**src/rtl/matmul_pkg.sv**
```systemverilog
// Shared types and helpers for the matrix-multiply address sequencer.
// Default widths and the row-stride product used at sequence start.
package matmul_pkg;

  localparam int ADDR_W_DEF = 8;
  localparam int DIM_W_DEF  = 4;

  typedef enum logic [1:0] {
    ST_IDLE,
    ST_RUN,
    ST_FIN
  } state_t;

  // n is always an elaboration constant, so this folds to shift-adds
  function automatic int unsigned row_stride(
    input int unsigned n,
    input int unsigned dim
  );
    return n * dim;
  endfunction

endpackage

```
**src/rtl/mm_loop_counter.sv**
```systemverilog
// Wrapping loop counter: steps by STEP, reloads INIT on clear or wrap.
// wrap is high when the next step would reach or pass limit.
module mm_loop_counter #(
  parameter int W    = 4,
  parameter int STEP = 1,
  parameter int INIT = 0
) (
  input  logic         clock,
  input  logic         rst_n,
  input  logic         clear,
  input  logic         inc,
  input  logic [W-1:0] limit,
  output logic [W-1:0] count,
  output logic         wrap
);

  localparam logic [W:0]   STEP_V = (W+1)'(STEP);
  localparam logic [W-1:0] INIT_V = W'(INIT);

  logic [W:0] nxt;

  assign nxt  = {1'b0, count} + STEP_V;
  assign wrap = nxt >= {1'b0, limit};

  always_ff @(posedge clock) begin
    if (!rst_n) begin
      count <= '0;
    end else if (clear) begin
      count <= INIT_V;
    end else if (inc) begin
      count <= wrap ? INIT_V : nxt[W-1:0];
    end
  end

endmodule

```
**src/rtl/matmul_addr_seq.sv**
```systemverilog
// Per-core A/B/D address sequencer for the i/j/k matmul loop nest.
// Rows are interleaved across cores; addresses advance incrementally.
module matmul_addr_seq
  import matmul_pkg::*;
#(
  parameter int ADDR_W    = ADDR_W_DEF,
  parameter int DIM_W     = DIM_W_DEF,
  parameter int NUM_CORES = 4,
  parameter int CORE_ID   = 0
) (
  input  logic              clock,
  input  logic              rst_n,
  input  logic              start,
  input  logic [DIM_W-1:0]  dim_i,
  input  logic [DIM_W-1:0]  dim_k,
  input  logic [DIM_W-1:0]  dim_j,
  input  logic [ADDR_W-1:0] base_a,
  input  logic [ADDR_W-1:0] base_b,
  input  logic [ADDR_W-1:0] base_d,
  input  logic              step,
  output logic [ADDR_W-1:0] addr_a,
  output logic [ADDR_W-1:0] addr_b,
  output logic [ADDR_W-1:0] addr_d,
  output logic              last_k,
  output logic              valid,
  output logic              busy,
  output logic              done
);

  state_t state;

  logic [DIM_W-1:0]  di_r;
  logic [DIM_W-1:0]  dk_r;
  logic [DIM_W-1:0]  dj_r;
  logic [ADDR_W-1:0] base_b_r;
  logic [ADDR_W-1:0] row_a;
  logic [ADDR_W-1:0] a_skip;
  logic [ADDR_W-1:0] d_skip;

  logic [DIM_W-1:0] k_cnt;
  logic [DIM_W-1:0] j_cnt;
  logic [DIM_W:0]   i_cnt_unused;
  logic k_wrap;
  logic j_wrap;
  logic i_wrap;

  logic accept;
  logic adv;
  logic empty;

  assign accept = (state == ST_IDLE) && start;
  assign adv    = (state == ST_RUN) && step;

  assign empty = ((DIM_W+1)'(CORE_ID) >= {1'b0, dim_i})
              || (dim_i == '0)
              || (dim_k == '0)
              || (dim_j == '0);

  assign last_k = valid && (k_cnt == dk_r - 1'b1);

  mm_loop_counter #(
    .W(DIM_W), .STEP(1), .INIT(0)
  ) u_k (
    .clock(clock),
    .rst_n(rst_n),
    .clear(accept),
    .inc(adv),
    .limit(dk_r),
    .count(k_cnt),
    .wrap(k_wrap)
  );

  mm_loop_counter #(
    .W(DIM_W), .STEP(1), .INIT(0)
  ) u_j (
    .clock(clock),
    .rst_n(rst_n),
    .clear(accept),
    .inc(adv && k_wrap),
    .limit(dj_r),
    .count(j_cnt),
    .wrap(j_wrap)
  );

  mm_loop_counter #(
    .W(DIM_W+1), .STEP(NUM_CORES), .INIT(CORE_ID)
  ) u_i (
    .clock(clock),
    .rst_n(rst_n),
    .clear(accept),
    .inc(adv && k_wrap && j_wrap),
    .limit({1'b0, di_r}),
    .count(i_cnt_unused),
    .wrap(i_wrap)
  );

  always_ff @(posedge clock) begin
    if (!rst_n) begin
      state    <= ST_IDLE;
      valid    <= 1'b0;
      busy     <= 1'b0;
      done     <= 1'b0;
      addr_a   <= '0;
      addr_b   <= '0;
      addr_d   <= '0;
      row_a    <= '0;
      base_b_r <= '0;
      a_skip   <= '0;
      d_skip   <= '0;
      di_r     <= '0;
      dk_r     <= '0;
      dj_r     <= '0;
    end else begin
      unique case (state)
        ST_IDLE: begin
          if (start) begin
            di_r     <= dim_i;
            dk_r     <= dim_k;
            dj_r     <= dim_j;
            base_b_r <= base_b;
            addr_a   <= base_a
              + ADDR_W'(row_stride(CORE_ID, 32'(dim_k)));
            row_a    <= base_a
              + ADDR_W'(row_stride(CORE_ID, 32'(dim_k)));
            addr_b   <= base_b;
            addr_d   <= base_d
              + ADDR_W'(row_stride(CORE_ID, 32'(dim_j)));
            a_skip   <= ADDR_W'(row_stride(NUM_CORES, 32'(dim_k)));
            // D jumps over the rows owned by the other cores
            d_skip   <= ADDR_W'(row_stride(NUM_CORES - 1, 32'(dim_j)))
              + 1'b1;
            busy     <= 1'b1;
            if (empty) begin
              state <= ST_FIN;
              done  <= 1'b1;
            end else begin
              state <= ST_RUN;
              valid <= 1'b1;
            end
          end
        end
        ST_RUN: begin
          if (step) begin
            if (!k_wrap) begin
              addr_a <= addr_a + 1'b1;
              addr_b <= addr_b + ADDR_W'(dj_r);
            end else if (!j_wrap) begin
              addr_a <= row_a;
              addr_b <= base_b_r + ADDR_W'(j_cnt) + 1'b1;
              addr_d <= addr_d + 1'b1;
            end else if (!i_wrap) begin
              row_a  <= row_a + a_skip;
              addr_a <= row_a + a_skip;
              addr_b <= base_b_r;
              addr_d <= addr_d + d_skip;
            end else begin
              state <= ST_FIN;
              valid <= 1'b0;
              done  <= 1'b1;
            end
          end
        end
        ST_FIN: begin
          state <= ST_IDLE;
          busy  <= 1'b0;
          done  <= 1'b0;
        end
        default: begin
          state <= ST_IDLE;
          valid <= 1'b0;
          busy  <= 1'b0;
          done  <= 1'b0;
        end
      endcase
    end
  end

endmodule

```
**config.mk**
```make
export PLATFORM = sky130hd
export DESIGN_NAME = matmul_addr_seq
export DESIGN_NICKNAME = d
export VERILOG_FILES = /design/src/rtl/matmul_pkg.sv /design/src/rtl/mm_loop_counter.sv /design/src/rtl/matmul_addr_seq.sv
export SDC_FILE = /design/constraint.sdc
export NUM_CORES = 1
export LEC_CHECK = 0
export BUFFER_PORTS_ARGS = -buffer_cell sky130_fd_sc_hd__buf_2
export CORE_MARGIN = 2
export CORE_UTILIZATION = 45
export CTS_CLUSTER_SIZE = 25
export DETAILED_ROUTE_END_ITERATION = 12
export SLEW_MARGIN = 20
export SYNTH_ARGS = -nofsm -noshare
export SYNTH_HDL_FRONTEND = slang
export SYNTH_HIERARCHICAL = 1
export SYNTH_SLANG_ARGS = --single-unit
```
**constraint.sdc**
```tcl
create_clock -name clock -period 4.4 [get_ports clock]
set_input_delay 0.88 -clock clock [delete_from_list [all_inputs] [get_ports clock]]
set_output_delay 0.88 -clock clock [all_outputs]
set_load 0.005 [all_outputs]
```
==> results.sh, run 1 <==
export IMPL_status="completed"
export IMPL_tightest_slew_ns=0.8943
export IMPL_grt_util_met1=0.3086
export IMPL_worst_path_max_delay_cell="a2111oi_0"
export IMPL_post_cts_resized=0
export IMPL_tritoncts="yes"
export IMPL_cap_violations=0
export IMPL_synth_warning_count=6
export IMPL_grt_pass1_wl_um=23300
export IMPL_cts_clk_slew_worst_paths_ns=0.06
export IMPL_path_delay_family="compound AO/OA/AOI/OAI gates"
export IMPL_critPathBufInv=0
export IMPL_core_um2=11370
export IMPL_syn_to_final_growth_pct=14.87
export IMPL_period_needed_ns=3.515
export IMPL_critPathKind="register to register"
export IMPL_portBuffers=67
export IMPL_drtAntennaViolNets=0
export IMPL_routedWlPerCell_um=16.30
export IMPL_p_leak_nw=2.494
export IMPL_finalSetupTns_ns=0
export IMPL_grt_antenna_before_repair=0
export IMPL_worstPathCellList="ha_1 > xor2_1 > ha_1 > o21a_1 > nor2_1 > o21ai_2 > and2_1 > ha_1 > nor2b_1 > o31a_1 > a2111oi_0 > nor3b_1 > o31a_1"
export IMPL_slowest_delay_ns=0.45
export IMPL_synth_area_um2=5243
export IMPL_dieHeight_um=111.9
export IMPL_cts_buffers_inserted=9
export IMPL_fin_crit_sh=0.7990
export IMPL_dr_pass1_iters=5
export IMPL_clock_path_buffers=2
export IMPL_grt_util_all_layers=0.2313
export IMPL_postLayoutCoreUtil=0.5297
export IMPL_vias=4979
export IMPL_die_area_um2=12530
export IMPL_hold_class="register to register"
export IMPL_rows=39
export IMPL_final_common_cell="nand2_1"
export IMPL_worst_skew_pair_late_latency_ns=0.35
export IMPL_seq_area_um2=1481
export IMPL_drt_total_wl_um=14300
export IMPL_required_ns=4.63
export IMPL_worstSetupEndpointType="register"
export IMPL_powerDensity_nw_per_um2=389.2
export IMPL_cp_start_kind="register"
export IMPL_busiest_layer="met2"
export IMPL_hold_slack_ns=0.4498
export IMPL_grt_max_degree=42
export IMPL_final_hold_viol_count=0
export IMPL_syn_inst=675
export IMPL_rsz0062_at_grt="false"
export IMPL_final_area_um2=6022
export IMPL_path_common_cell="ha_1"
export IMPL_drive_gt1_frac=0.1471
export IMPL_setup_violations=0
export IMPL_drc_errors=0
export IMPL_root_buffer="clkbuf_16"
export IMPL_die_x_um=111.9
export IMPL_synth_nets=762
export IMPL_skew_ns=0.008940
export IMPL_fillers=1100
export IMPL_cts_sinks=74
export IMPL_avgSynthCellArea_um2=7.767
export IMPL_drtIter0Drc=199
export IMPL_fmax_mhz=284.5
export IMPL_htreeDepth=3
export IMPL_initial_utilization=0.4611
export IMPL_routabilityCongestion=0.8494
export IMPL_worstPathMaxFanout=6
export IMPL_vdd_drop_max_mv=0.1983
export IMPL_slew_headroom=0.4031
export IMPL_place_hpwl_um=10620
export IMPL_cp_arrival_ns=3.75
export IMPL_post_cts_setup_buffer_count=0
export IMPL_io_pin_count=68
export IMPL_grt_ovfl_total=0
export IMPL_met3_usage=0.03103
export IMPL_dpl_cell_area_um2=5669
export IMPL_grt_use_met2=0.3786
export IMPL_grt_pass1_vias=4695
export IMPL_viasPerCell=5.677
export IMPL_slew_viol_final=0
export IMPL_final_nets=816
export IMPL_cts_hold_buf=0
export IMPL_final_cell_mix="nand2_1 (99), dfxtp_1 (74), buf_2 (67)"
export IMPL_antenna_cells=0
export IMPL_multi_input_area_um2=3463
-- power by group --
part | internal, mW | total (mW) | switching, mW
sequential | 0.741 | 0.817 | 0.0760
clock | 0.583 | 0.878 | 0.295
combinational | 0.260 | 0.649 | 0.389
total | 1.58 | 2.34 | 0.760
-- final timing paths --
| path | start | endpoint | slack, ns | depth (start not counted) |
|---|---|---|---|---|
| max | u_j/count[0]$_SDFFE_PP0P_ | addr_d[6]$_SDFFE_PN0P_ | 0.88 | 13 |
| min | d_skip[3]$_SDFFE_PN0P_ | d_skip[3]$_SDFFE_PN0P_ | 0.45 | 2 |
| max reg2reg | u_j/count[0]$_SDFFE_PP0P_ | addr_d[6]$_SDFFE_PN0P_ | 0.88 | 13 |
| min reg2reg | d_skip[3]$_SDFFE_PN0P_ | d_skip[3]$_SDFFE_PN0P_ | 0.45 | 2 |
-- registers in the layout, indices dropped and copies added (netlist names), 2 cells and up --
name	flops
addr_a	8
addr_b	8
addr_d	8
base_b_r	8
row_a	8
d_skip	6
di_r	4
dj_r	4
dk_r	4
u_j/count	4
u_k/count	4
u_i/count	3
state	2
-- tightest hold or removal path, delay by kind of cell (launching register included) --
family | cells | cell delay [ns]
AND/OR/NAND/NOR | 1 | 0.05
AO/OA/AOI/OAI | 1 | 0.05
flip-flops | 1 | 0.31
-- metrics by stage --
step	instances	setup slack (ns)	total power [mW]
3_3_place_gp	861	1.121	1.463
5_1_grt	877	0.6867	2.482
6_report	877	0.8845	2.344
3_5_place_dp	861	0.9290	1.477
4_1_cts	877	0.8923	2.357
2_1_floorplan	675	0.9215	1.281
-- layer usage --
| layer | part of all wire | vias up |
|---|---|---|
| met5 | 0 | - |
| li1 | - | 2505 |
| met3 | 0.037 | 23 |
| met2 | 0.47 | 115 |
| met4 | 0.021 | 0 |
| met1 | 0.47 | 2336 |
-- cell type report --
cell class / count / area share
Multi-Input combinational cell: 529 / 0.5751
Sequential cell: 74 / 0.2460
Timing Repair Buffer: 75 / 0.06566
Clock buffer: 11 / 0.04197
Tap cell: 143 / 0.02971
Inverter: 40 / 0.02493
Clock inverter: 5 / 0.01662
(Power assumes the default switching activity.)
==> run 2: changes to the inputs <==
==> constraint.sdc (replaced) <==
create_clock -name clock -period 3.65 [get_ports clock]
set_input_delay 0.73 -clock clock [delete_from_list [all_inputs] [get_ports clock]]
set_output_delay 0.73 -clock clock [all_outputs]
set_load 0.005 [all_outputs]
==> results.sh, run 2 (synthesis results as in run 1) <==
export IMPL_reg2reg_slack_ns=0.28
export IMPL_skew_ns=0.007631
export IMPL_die_x_um=111.9
export IMPL_worst_skew_pair_late_latency_ns=0.34
export IMPL_cts_buffers_inserted=9
export IMPL_setup_violations=0
export IMPL_fillers=1123
export IMPL_clock_path_buffers=2
export IMPL_drtAntennaViolNets=0
export IMPL_root_buffer="clkbuf_16"
export IMPL_grt_antenna_before_repair=0
export IMPL_post_cts_setup_buffer_count=0
export IMPL_reg2reg_to="addr_d[6]$_SDFFE_PN0P_"
export IMPL_cp_arrival_ns=3.60
export IMPL_drc_errors=0
export IMPL_drt_total_wl_um=14400
export IMPL_power_switching_uw=901.7
export IMPL_portBuffers=67
export IMPL_antenna_cells=0
export IMPL_hold_path_depth=2
export IMPL_htreeDepth=3
export IMPL_drtIter0Drc=262
export IMPL_fmax_mhz=296.6
export IMPL_grt_ovfl_total=0
export IMPL_initial_utilization=0.4611
export IMPL_drive_gt1_frac=0.1504
export IMPL_cts_hold_buf=0
export IMPL_die_area_um2=12530
export IMPL_finalSetupTns_ns=0
export IMPL_slew_viol_final=0
export IMPL_post_cts_resized=0
export IMPL_cap_violations=0
export IMPL_worstSetupEndpointType="register"
export IMPL_final_nets=821
export IMPL_grt_max_degree=31
export IMPL_required_ns=3.88
export IMPL_final_cell_mix="nand2_1 (99), dfxtp_1 (74), buf_2 (67)"
export IMPL_status="completed"
export IMPL_dieHeight_um=111.9
export IMPL_critPathKind="register to register"
export IMPL_core_um2=11370
export IMPL_viasPerCell=5.734
export IMPL_vdd_drop_max_mv=0.2298
export IMPL_fin_crit_sh=0.9239
export IMPL_rows=39
export IMPL_io_pin_count=68
export IMPL_hold_class="register to register"
export IMPL_cp_start_kind="register"
export IMPL_vias=5052
export IMPL_slew_headroom=0.4523
export IMPL_power_mw=2.610
export IMPL_final_hold_viol_count=0
export IMPL_regToRegStartpoint="u_j/count[0]$_SDFFE_PP0P_"
export IMPL_tritoncts="yes"
export IMPL_worstPathMaxFanout=6
export IMPL_seqPwrFrac=0.378
export IMPL_rsz0062_at_grt="false"
export IMPL_reg2reg_depth=13
export IMPL_p_leak_nw=2.481
export IMPL_cts_clk_slew_worst_paths_ns=0.06
export IMPL_cts_sinks=74
export IMPL_worstHoldStart="di_r[2]$_SDFFE_PN0P_"
export IMPL_dr_pass1_iters=4
export IMPL_p_comb_frac=0.304
export IMPL_tightest_slew_ns=0.8215
export IMPL_period_needed_ns=3.372
export IMPL_routedWlPerCell_um=16.34
export IMPL_grt_pass1_wl_um=23470
export IMPL_syn_to_final_growth_pct=14.03
export IMPL_routabilityCongestion=0.8819
export IMPL_final_common_cell="nand2_1"
export IMPL_grt_pass1_vias=4713
export IMPL_p_clk_frac=0.318
export IMPL_powerDensity_nw_per_um2=436.5
export IMPL_postLayoutCoreUtil=0.5258
export IMPL_place_hpwl_um=10860
export IMPL_intPower_mw=1.708
export IMPL_min_to="di_r[2]$_SDFFE_PN0P_"
export IMPL_swShare=0.3455
export IMPL_grt_util_all_layers=0.2329
[run 2: cell types whose count changed in the layout (fill, tap and decap cells not counted)]
cell	previous run	this run
buf_4	8	13
bufinv_16	3	0
clkbuf_1	0	1
clkinv_2	2	3
[run 2: routing by layer]
layer | wire, µm | part of all wire | global-route usage
met4 | 409 | 0.028 | 0.1041
met1 | 6550 | 0.45 | 0.3011
met3 | 655 | 0.045 | 0.03484
met2 | 6781 | 0.47 | 0.3863
met5 | 0 | 0 | 0
[run 2: cell type report]
class | count | area (µm²) | share of cell area
Tap cell | 143 | 178.9 | 0.02993
Inverter | 40 | 150.1 | 0.02512
Clock buffer | 12 | 256.5 | 0.04291
Sequential cell | 74 | 1481 | 0.2478
Clock inverter | 3 | 15.01 | 0.002512
Multi-Input combinational cell | 529 | 3463 | 0.5793
Timing Repair Buffer | 80 | 432.9 | 0.07242
[run 2: power groups by stage]
stage / clock, mW / sequential [mW] / combinational (mW)
final: 0.829 / 0.988 / 0.793
after CTS: 0.850 / 0.986 / 0.795
after floorplan: 0 / 0.976 / 0.568
after global placement: 0 / 1.00 / 0.773
after detailed placement: 0 / 1.00 / 0.791
after global routing: 0.881 / 1.00 / 0.887
[run 2: worst max path at each step]
| stage | from | endpoint | slack, ns | cells after the start |
|---|---|---|---|---|
| finish | u_j/count[0]$_SDFFE_PP0P_ | addr_d[6]$_SDFFE_PN0P_ | 0.28 | 13 |
| global route | u_j/count[0]$_SDFFE_PP0P_ | addr_d[6]$_SDFFE_PN0P_ | 0.1 | 11 |
| CTS | u_j/count[0]$_SDFFE_PP0P_ | addr_d[6]$_SDFFE_PN0P_ | 0.26 | 13 |
| detailed placement | u_j/count[0]$_SDFFE_PP0P_ | addr_d[6]$_SDFFE_PN0P_ | 0.27 | 13 |
| global placement | u_j/count[0]$_SDFFE_PP0P_ | addr_d[6]$_SDFFE_PN0P_ | 0.40 | 13 |
| floorplan | u_j/count[0]$_SDFFE_PP0P_ | addr_d[6]$_SDFFE_PN0P_ | 0.17 | 13 |
[run 2: per-stage QoR]
stage	hold slack (ns)	worst slack, ns	cell area, µm²	cells
CTS	0.4558	0.2625	5978	881
detailed placement	0.4499	0.2674	5707	866
floorplan	0.4273	0.1715	5243	675
finish	0.4554	0.2779	5978	881
global route	0.4839	0.09690	5978	881
global placement	0.4401	0.3972	5707	866
[run 2: critical path, cell delays in order, from the launching register on]
cell	delay, ns
dfxtp_1	0.42
ha_1	0.25
xor2_1	0.18
ha_1	0.25
o21a_1	0.17
nor2_1	0.15
o21ai_2	0.11
and2_1	0.18
ha_1	0.31
nor2b_1	0.17
o31a_1	0.28
a2111oi_0	0.38
nor3b_1	0.10
o31a_1	0.30
==> run 3: changes to the inputs <==
==> constraint.sdc (replaced) <==
create_clock -name clock -period 3.65 [get_ports clock]
set_input_delay 0.1825 -clock clock [delete_from_list [all_inputs] [get_ports clock]]
set_output_delay 0.1825 -clock clock [all_outputs]
set_load 0.005 [all_outputs]
==> results.sh, run 3 (synthesis results as in run 1) <==
export IMPL_status="completed"
export IMPL_worstSetupEndpointType="register"
export IMPL_final_common_cell="nand2_1"
export IMPL_final_hold_viol_count=0
export IMPL_die_area_um2=12530
export IMPL_routabilityCongestion=0.8539
export IMPL_core_um2=11370
export IMPL_post_cts_setup_buffer_count=0
export IMPL_cp_start_kind="register"
export IMPL_syn_to_final_growth_pct=15.37
export IMPL_drtAntennaViolNets=0
export IMPL_critPathKind="register to register"
export IMPL_routedWlPerCell_um=16.63
export IMPL_dr_pass1_iters=4
export IMPL_viasPerCell=5.673
export IMPL_clock_path_buffers=2
export IMPL_grt_ovfl_total=0
export IMPL_fmax_mhz=298.7
export IMPL_drc_errors=0
export IMPL_grt_max_degree=31
export IMPL_grt_antenna_before_repair=0
export IMPL_tightest_slew_ns=0.9310
export IMPL_cp_arrival_ns=3.59
export IMPL_rsz0062_at_grt="false"
export IMPL_grt_pass1_vias=4827
export IMPL_p_leak_nw=2.492
export IMPL_worstPathMaxFanout=6
export IMPL_reg2reg_to="addr_d[6]$_SDFFE_PN0P_"
export IMPL_min_to="dk_r[0]$_SDFFE_PN0P_"
export IMPL_reg2reg_depth=13
export IMPL_worstHoldStart="dim_k[0]"
export IMPL_setup_violations=0
export IMPL_initial_utilization=0.4611
export IMPL_hold_path_depth=3
export IMPL_vias=4987
export IMPL_htreeDepth=3
export IMPL_fillers=1103
export IMPL_io_pin_count=68
export IMPL_die_x_um=111.9
export IMPL_slew_viol_final=0
export IMPL_final_cell_mix="nand2_1 (99), dfxtp_1 (74), buf_2 (67)"
export IMPL_vdd_drop_max_mv=0.2099
export IMPL_skew_ns=0.01088
export IMPL_grt_pass1_wl_um=24030
export IMPL_required_ns=3.89
export IMPL_cts_clk_slew_worst_paths_ns=0.06
export IMPL_rows=39
export IMPL_hold_class="input pin to register"
export IMPL_dieHeight_um=111.9
export IMPL_worst_skew_pair_late_latency_ns=0.35
export IMPL_cts_buffers_inserted=9
export IMPL_root_buffer="clkbuf_16"
export IMPL_reg2reg_slack_ns=0.30
export IMPL_grt_util_all_layers=0.2393
export IMPL_slew_headroom=0.3765
export IMPL_drt_total_wl_um=14620
export IMPL_place_hpwl_um=10880
export IMPL_final_nets=818
export IMPL_cap_violations=0
export IMPL_fin_crit_sh=0.9172
export IMPL_drtIter0Drc=296
export IMPL_finalSetupTns_ns=0
export IMPL_antenna_cells=0
export IMPL_postLayoutCoreUtil=0.5320
export IMPL_regToRegStartpoint="u_j/count[0]$_SDFFE_PP0P_"
export IMPL_period_needed_ns=3.348
export IMPL_multi_input_area_um2=3475
export IMPL_drive_gt1_frac=0.1535
export IMPL_powerDensity_nw_per_um2=470.8
export IMPL_tritoncts="yes"
export IMPL_seq_area_um2=1481
export IMPL_portBuffers=67
export IMPL_cts_sinks=74
## run 3: critical path, cell delays in order, from the launching register on
cell and delay, ns:
dfxtp_1 0.43, ha_2 0.32, ha_1 0.32, a2111oi_4 0.34, o21ai_2 0.14, nand2b_1 0.11, ha_1 0.19, inv_1 0.06
fa_1 0.39, nor2b_2 0.16, o31a_1 0.21, o21ai_0 0.10, and4b_1 0.21, o31a_1 0.26
## run 3: metrics by stage
stage / setup slack [ns] / cells / cell area, µm² / hold slack [ns] / power (mW)
floorplan: 0.1715 / 675 / 5243 / 0.3185 / 1.545
finish: 0.3022 / 879 / 6048 / 0.07707 / 2.847
global route: 0.02844 / 879 / 6048 / 0.08260 / 3.011
CTS: 0.2854 / 879 / 6037 / 0.06961 / 2.865
detailed placement: 0.3065 / 863 / 5684 / 0.4435 / 1.792
global placement: 0.3713 / 863 / 5684 / 0.4369 / 1.770
## run 3: where the power goes
part	total, mW	switching [mW]	leakage (nW)	internal (mW)
logic	0.792	0.469	1.72	0.322
clock network	1.07	0.380	0.165	0.688
registers	0.988	0.0954	0.607	0.893
## run 3: layout make-up
class                      instances  share of cell area
clock buffer                      10             0.03951
tap                              143             0.02958
inverter                          40             0.02482
sequential                        74              0.2449
timing repair buffer              77             0.06785
multi-input combinational        529              0.5745
clock inverter                     6             0.01882
## run 3: layer usage
layer  wire length, µm  GRT usage  up-vias  share of wire
met4               381     0.1041        0          0.026
met1              6626     0.3043     2343           0.45
met3               686    0.04028       23          0.047
met5                 0          0        -              0
met2              6920     0.4012      106           0.47
li1                  -          -     2515              -
## run 3: repair_timing
item | in CTS | in global routing
setup endpoints to repair | 0 | 1
resized for setup | 0 | 4
hold buffers | 0 | 0
## run 3: how the worst max path moves through the flow
stage | from | endpoint | slack [ns] | cells past startpoint
after floorplan | u_j/count[0]$_SDFFE_PP0P_ | addr_d[6]$_SDFFE_PN0P_ | 0.17 | 13
after global placement | u_j/count[0]$_SDFFE_PP0P_ | addr_d[6]$_SDFFE_PN0P_ | 0.37 | 13
after detailed placement | u_j/count[0]$_SDFFE_PP0P_ | addr_d[6]$_SDFFE_PN0P_ | 0.31 | 11
after CTS | u_j/count[0]$_SDFFE_PP0P_ | addr_d[6]$_SDFFE_PN0P_ | 0.29 | 11
after global routing | u_j/count[0]$_SDFFE_PP0P_ | addr_d[6]$_SDFFE_PN0P_ | 0.03 | 15
final | u_j/count[0]$_SDFFE_PP0P_ | addr_d[6]$_SDFFE_PN0P_ | 0.30 | 13
